### src/rtl/count_pulse_tx.sv
// Pulse transmitter: turns one-cycle REQ strobes into debounce-safe pulses of 2^DELAY high / 2^DELAY low.
// Define COUNT_PULSE_TX_INVERT_EN for an active-low PIN (idle high, pulses low).
module count_pulse_tx #(
  parameter int unsigned DELAY  = 16,
  parameter int unsigned PEND_W = 4
) (
  input  logic              CLK,
  input  logic              RST,
  input  logic              REQ,
  output logic              PIN,
  output logic              BUSY,
  output logic              DONE,
  output logic [PEND_W-1:0] PENDING,
  output logic              OVF
);

`ifdef COUNT_PULSE_TX_INVERT_EN
  localparam logic PIN_ACT = 1'b0;
`else
  localparam logic PIN_ACT = 1'b1;
`endif

  typedef enum logic [1:0] {
    S_IDLE = 2'd0,
    S_HIGH = 2'd1,
    S_GAP  = 2'd2
  } state_t;

  state_t              state_q, state_d;
  logic [DELAY-1:0]    tmr_q, tmr_d;
  logic [PEND_W-1:0]   pend_q, pend_d;
  logic                ovf_q, ovf_d;
  logic                pin_q, pin_d;
  logic                busy_q, busy_d;
  logic                done_q, done_d;
  logic                start;

  always_comb begin
    state_d = state_q;
    tmr_d   = tmr_q;
    start   = 1'b0;
    case (state_q)
      S_IDLE: begin
        if (pend_q != '0) begin
          state_d = S_HIGH;
          tmr_d   = '0;
          start   = 1'b1;
        end
      end
      S_HIGH: begin
        if (tmr_q == '1) begin
          state_d = S_GAP;
          tmr_d   = '0;
        end else begin
          tmr_d = tmr_q + DELAY'(1);
        end
      end
      S_GAP: begin
        if (tmr_q == '1) begin
          state_d = S_IDLE;
          tmr_d   = '0;
        end else begin
          tmr_d = tmr_q + DELAY'(1);
        end
      end
      default: begin
        state_d = S_IDLE;
        tmr_d   = '0;
      end
    endcase
  end

  // Outputs are flopped from next-state so they line up with state_q; DONE marks the final GAP clock.
  always_comb begin
    pin_d  = (state_d == S_HIGH) ? PIN_ACT : ~PIN_ACT;
    busy_d = (state_d != S_IDLE);
    done_d = (state_d == S_GAP) && (tmr_d == '1);
  end

  // Pending queue: a request and a pulse start in the same cycle cancel out.
  always_comb begin
    pend_d = pend_q;
    ovf_d  = ovf_q;
    case ({REQ, start})
      2'b10: begin
        if (pend_q == '1) ovf_d = 1'b1;
        else              pend_d = pend_q + PEND_W'(1);
      end
      2'b01:   pend_d = pend_q - PEND_W'(1);
      default: pend_d = pend_q;
    endcase
  end

  always_ff @(posedge CLK) begin
    if (RST) begin
      state_q <= S_IDLE;
      tmr_q   <= '0;
      pend_q  <= '0;
      ovf_q   <= 1'b0;
      pin_q   <= ~PIN_ACT;
      busy_q  <= 1'b0;
      done_q  <= 1'b0;
    end else begin
      state_q <= state_d;
      tmr_q   <= tmr_d;
      pend_q  <= pend_d;
      ovf_q   <= ovf_d;
      pin_q   <= pin_d;
      busy_q  <= busy_d;
      done_q  <= done_d;
    end
  end

  assign PIN     = pin_q;
  assign BUSY    = busy_q;
  assign DONE    = done_q;
  assign PENDING = pend_q;
  assign OVF     = ovf_q;

endmodule
### config.mk
export PLATFORM = sky130hd
export DESIGN_NAME = count_pulse_tx
export DESIGN_NICKNAME = d
export VERILOG_FILES = /design/src/rtl/count_pulse_tx.sv
export SDC_FILE = /design/constraint.sdc
export NUM_CORES = 1
export LEC_CHECK = 0
export BUFFER_PORTS_ARGS = -buffer_cell sky130_fd_sc_hd__buf_2
export CORE_MARGIN = 4
export CORE_UTILIZATION = 49
export DETAILED_ROUTE_END_ITERATION = 6
export GPL_TIMING_DRIVEN = 1
export PLACE_DENSITY = 0.73
export SETUP_SLACK_MARGIN = 0.5
export SYNTH_ARGS = -nofsm -noshare
export SYNTH_HDL_FRONTEND = slang
export SYNTH_SLANG_ARGS = --single-unit
### constraint.sdc
create_clock -name CLK -period 3.3 [get_ports CLK]
set_clock_uncertainty 0.2 [all_clocks]
set_input_delay 0 -clock CLK [delete_from_list [all_inputs] [get_ports CLK]]
set_output_delay 0 -clock CLK [all_outputs]
set_load 0.03 [all_outputs]
# --- Word level (Yosys, flattened, before mapping) ---
# Cells that the tools add are included.
totals:
  latchBits: 0
  wordCells: 40
  mem_bits_rw: 0
  register_bits: 26
  n_memories: 0
  rom_bits: 0
classes:
  addsub: 3
  bitwise: 0
  div_mod_pow: 0
  n_eq_ne: 10
  n_reduce_logical: 8
  shifts: 0
  n_mul: 0
  n_lt_le_gt_ge: 0
  n_mux: 12
ops:
  columns: ["op", "n"]
  rows:
  - ["16-bit == test (second input constant)", 2]
  - ["16-bit 2-to-1 mux", 2]
  - ["16-bit case mux with 2 select lines", 1]
  - ["16-bit by 1-bit adder with 16-bit output (second input constant)", 1]
  - ["4-bit case mux with 2 select lines", 1]
  - ["2-bit by 1-bit == test with 1-bit output (second input constant)", 3]
  - ["2-bit == test (second input constant)", 3]
  - ["2-bit 2-to-1 mux", 3]
  - ["2-bit case mux with 3 select lines", 1]
  - ["4-bit by 1-bit adder with 4-bit output (second input constant)", 1]
  - ["4-bit == test (second input constant)", 1]
  - ["4-bit 2-to-1 mux", 1]
  - ["2-bit AND reduction", 2]
  - ["2-bit nonzero test", 2]
  - ["4-bit nonzero test", 1]
  - ["4-bit by 1-bit subtractor with 4-bit output (second input constant)", 1]
  - ["1-bit 2-to-1 mux", 3]
  - ["2-bit logical NOT", 1]
  - ["2-bit inequality test (second input constant)", 1]
  - ["2-bit OR reduction", 1]
  - ["1-bit logical AND", 1]

# --- Longest topological paths before layout ---
logic_depth:
  ltp_word: 6
  depth_mapped: 11
  mapped_depth_nobuf: 11

# --- Worst setup path before layout ---
# OpenSTA, ideal clock, no wires.
synth_timing:
  path_kind: "flip-flop to flip-flop"
  startpoint: "register pend_q[1] (netlist: PENDING[1])"
  endpoint: "register pend_q[3] (netlist: PENDING[3])"
  t_required_ns: 2.985
  path_stages_with_launch: 11
  arrival_time_ns: 2.168
  path_slack_ns: 0.817
  n_path_buf: 0
  setup_time_ns: 0.115
  period_less_slack_ns: 2.483
  cell_sequence: "dfxtp_1 -> nor4_1 -> or3b_2 -> inv_1 -> ha_1 -> a21o_1 -> a21oi_1 -> nand2_1 -> o21ai_0 -> xnor2_1 -> nor2_1"
synth_via:
  elab_chain_len: 6
  word_cells_on_any_way: 13
  classes_between: "add/sub (2); eq/ne (4); mux (4); reduce/logical (3)"
synth_lines:
  columns: ["element", "line_no", "rtl"]
  rows:
  - ["start: declaration", "31", "logic [PEND_W-1:0] pend_q, pend_d;"]
  - ["start signal: assignment", "106", "pend_q <= pend_d;"]
  - ["4-bit nonzero test", "44", "if (pend_q != '0) begin"]
  - ["1-bit 2-to-1 mux", "44", null]
  - ["1-bit 2-to-1 mux", "42", "case (state_q)"]
  - ["2-bit == test / 2-bit by 1-bit == test with 1-bit output (equally long branches)", "84", "case ({REQ, start})"]
  - ["2-bit inequality test (no line) / 2-bit nonzero test (equally long branches)", null, null]
  - ["2-bit AND reduction (no line)", null, null]
# Several ways; a longest one is shown, not always the timed one. The select of a mux whose other input is x is not followed.
# A chain may end at the register's enable or synchronous reset.

# --- Worst setup path in the final report ---
layout_timing:
  startpoint: "register state_q[1]"
  endpoint: "register pend_q[3] (netlist: PENDING[3])"
layout_via:
  elab_chain_len: 5
  word_cells_on_any_way: 8
  classes_between: "eq/ne (3); mux (2); reduce/logical (3)"
layout_lines:
  columns: ["element", "line_no", "rtl"]
  rows:
  - ["start: declaration", "29", "state_t state_q, state_d;"]
  - ["start signal: assignment", "104", "state_q <= state_d;"]
  - ["2-bit logical NOT (*)", "42", null]
  - ["1-bit 2-to-1 mux (*)", "42", null]
  - ["2-bit == test / 2-bit by 1-bit == test with 1-bit output (equally long branches)", "84", null]
  - ["2-bit inequality test (no line) / 2-bit nonzero test (equally long branches)", null, null]
  - ["2-bit AND reduction (no line)", null, null]
# Every way passes the cells marked *; elsewhere a longest branch is shown, timed or not.

==> metrics.cfg <==
[cts]
clockRootBuffer = clkbuf_4
cts_tree = built
cts_setup_buffers = 0
htree_levels = 1
clkSinkCount = 26
clk_pin_slew_worst_paths_ns = 0.16
cts_buffers = 3
clock_path_buffers = 2
clock_latency_ns = 0.34

[flow_run]
cap_violations = 0

[floorplanning]
chipHeight_um = 66.87
ios = 11
dieArea_um2 = 4471
start_util_pct = 50.88
coreArea_um2 = 3337
die_x_um = 66.87
rows = 21

[synthesis]
yosys.area.top_type_share_pct = 30.66
avgSynthCellArea_um2 = 8.242
synth_edf_count = 0
syn_nets = 217
seq_area_frac_synth_pct = 30.66
synthTopCellsByArea = dfxtp_1 31%, ha_1 5.2%, nand2_1 4.6%
netlist_instances = 206
synthFlopType = dfxtp_1
synth.distinct_cells = 55
yosysWarnings = 0
synthArstFlopShare_pct = 0
yosys.area.top_type = dfxtp_1
netlist_area_um2 = 1698
yosys_register_bits = 26

[grt]
grt_pass1_wl_um = 6941
grt.overflow.total = 0
grt_max_degree = 19
grt_pass1_vias = 1470
track_usage_pct = 20.37
antenna_found_initial = 0

[setup_path]
reg2reg_from = state_q[1]
cp-start-kind = flip-flop
crit_arrival_ns = 2.61
end_kind = flip-flop
crit_type = flip-flop to flip-flop
cp.required_ns = 3.34
r2r_cells = 11
worst_r2r_endpoint = PENDING[3]
regToRegSetupSlack_ns = 0.73
worstPathMaxFanout = 7

[route]
routed_wl_um = 4103
postRouteAntennaNets = 0
dr.pass1.iters = 4
vias = 1574
drt_iter0_drc = 97
viasPerCell = 6.031
drc = 0
wire_per_inst_um = 15.72

[cells_and_area]
drive_gt1_share_pct = 14.42
fin_cells = 261
fill_cells = 331
syn_to_final_growth_pct = 7.812
mostFrequentLayoutCells = 26 x dfxtp_1, 21 x nand2_1, 16 x nor2_1
final_nets = 227
layout_commonest_cell = dfxtp_1
n_antenna_cell = 0

[power_and_ir_drop]
ir_drop_v = 0.0004259
powerDensity_nw_per_um2 = 623.5
p_leak_nw = 0.7432

[timing]
period_needed_ns = 2.568
max_freq_ghz = 0.3894
period_share_pct = 77.82
rsz0062_at_grt = false
worstMarginPinSlew_ns = 0.5696
finalSetupViolations = 0
slew_headroom_pct = 61.68
maxSlewViolCount = 0
finalHoldViolations = 0
fin_setup_tns_ns = 0

[place]
place_inst = 255
port_buffers = 10
gp_congestion = 0.8689
post-dp-hpwl_um = 2957

[min_path]
holdPathEnd = PENDING[3]
holdPathStages = 3
worstHoldPathType = input port to flip-flop
hold_start = RST

[status]
outcome = finished clean

==> power breakdown <==
group	switching, mW	internal (mW)
clock	0.103	0.123
combinational	0.340	0.185
sequential	0.0402	0.350
==> synthesized netlist by cell type (2+ instances only) <==
library cell  count
and2_2            2
nor4_1            5
nand2_1          21
clkbuf_8          2
nor2_1           16
a21o_1            3
a31oi_1           2
nand4_1           4
nor3_1            6
a41oi_1           2
nand3_1          13
o21ai_0           9
and3_1            3
and4_1            2
a211oi_1          6
a21oi_1          15
inv_1             9
o211a_1           2
buf_2             2
xnor2_1           2
o21a_1            4
a311oi_1          3
o221ai_1          2
dfxtp_1          26
ha_1              7
and2_1            4
clkbuf_1          3
xor2_1            2
nor2b_1           3
==> cell type report <==
| class | count | area, um2 | share of cell area [%] |
|---|---|---|---|
| Clock buffer | 3 | 22.52 | 1.230 |
| Clock inverter | 1 | 30.03 | 1.640 |
| Inverter | 10 | 37.54 | 2.051 |
| Multi-Input combinational cell | 160 | 1070 | 58.44 |
| Sequential cell | 26 | 520.5 | 28.43 |
| Tap cell | 46 | 57.56 | 3.144 |
| Timing Repair Buffer | 15 | 92.59 | 5.058 |
==> worst max-delay path by stage <==
stage / slack, ns / end / start / cells past startpoint
2_1_floorplan: 0.82 / PENDING[3] / PENDING[1] / 10
3_3_place_gp: 0.69 / PENDING[3] / state_q[1] / 11
3_5_place_dp: 0.70 / PENDING[3] / state_q[1] / 11
4_1_cts: 0.65 / PENDING[3] / state_q[1] / 11
5_1_grt: 0.50 / PENDING[3] / PENDING[1] / 10
6_report: 0.73 / PENDING[3] / state_q[1] / 11
==> flip-flops by register name, summed over array words and instances (netlist names) <==
register	count
BUSY	1
DONE	1
OVF	1
PENDING	4
PIN	1
state_q	2
tmr_q	16
==> layer usage <==
layer	share of wire (%)	vias up	GRT usage, %
li1	-	785	-
met1	48	728	27.42
met2	45	53	30.69
met3	5.2	8	3.879
met4	2.3	0	10.38
met5	0	-	0
==> cells by family (layout without fill, tap and decap cells) <==
logic type                 Yosys count  count (layout)  share of synthesized area (%)
AOI/OAI and AO/OA                   60              60                          25.65
xor gates and xnor gates             4               4                          2.064
adders and majority gates            8               8                          6.337
buffers and inverters               20              29                          7.074
DFF                                 26              26                          30.66
muxes                                1               1                         0.6632
and+or+nand+nor                     87              87                          27.56
==> critical path, stage by stage, from the launching register on <==
cell and delay [ns]:
dfxtp_1 0.37, inv_1 0.16, ha_4 0.19, or3b_2 0.50
inv_1 0.13, ha_1 0.24, a21o_1 0.18, a21oi_1 0.16
nand2_1 0.06, o21ai_0 0.09, xnor2_1 0.14, nor2_1 0.05
==> through the flow <==
stage          worst slack [ns]  area, um2  total power [mW]  utilization [%]  hold slack [ns]
2_1_floorplan            0.8169       1698            0.8066                -          -0.1284
4_1_cts                  0.6544       1818             1.128            54.48           0.2530
3_5_place_dp             0.7010       1745            0.8997            52.31          0.07927
6_report                 0.7320       1831             1.141            54.86           0.2591
3_3_place_gp             0.6932       1745            0.8975            52.31          0.08011
5_1_grt                  0.4989       1831             1.223            54.86           0.2938
==> timing repair <==
| action | CTS | global route |
|---|---|---|
| resized for setup | 0 | 2 |
| endpoints found under the setup margin | 0 | 1 |
| endpoints found under the hold margin | 12 | 0 |
| hold buffers | 2 | 0 |
No activity file was read; power rests on OpenSTA's default activity.
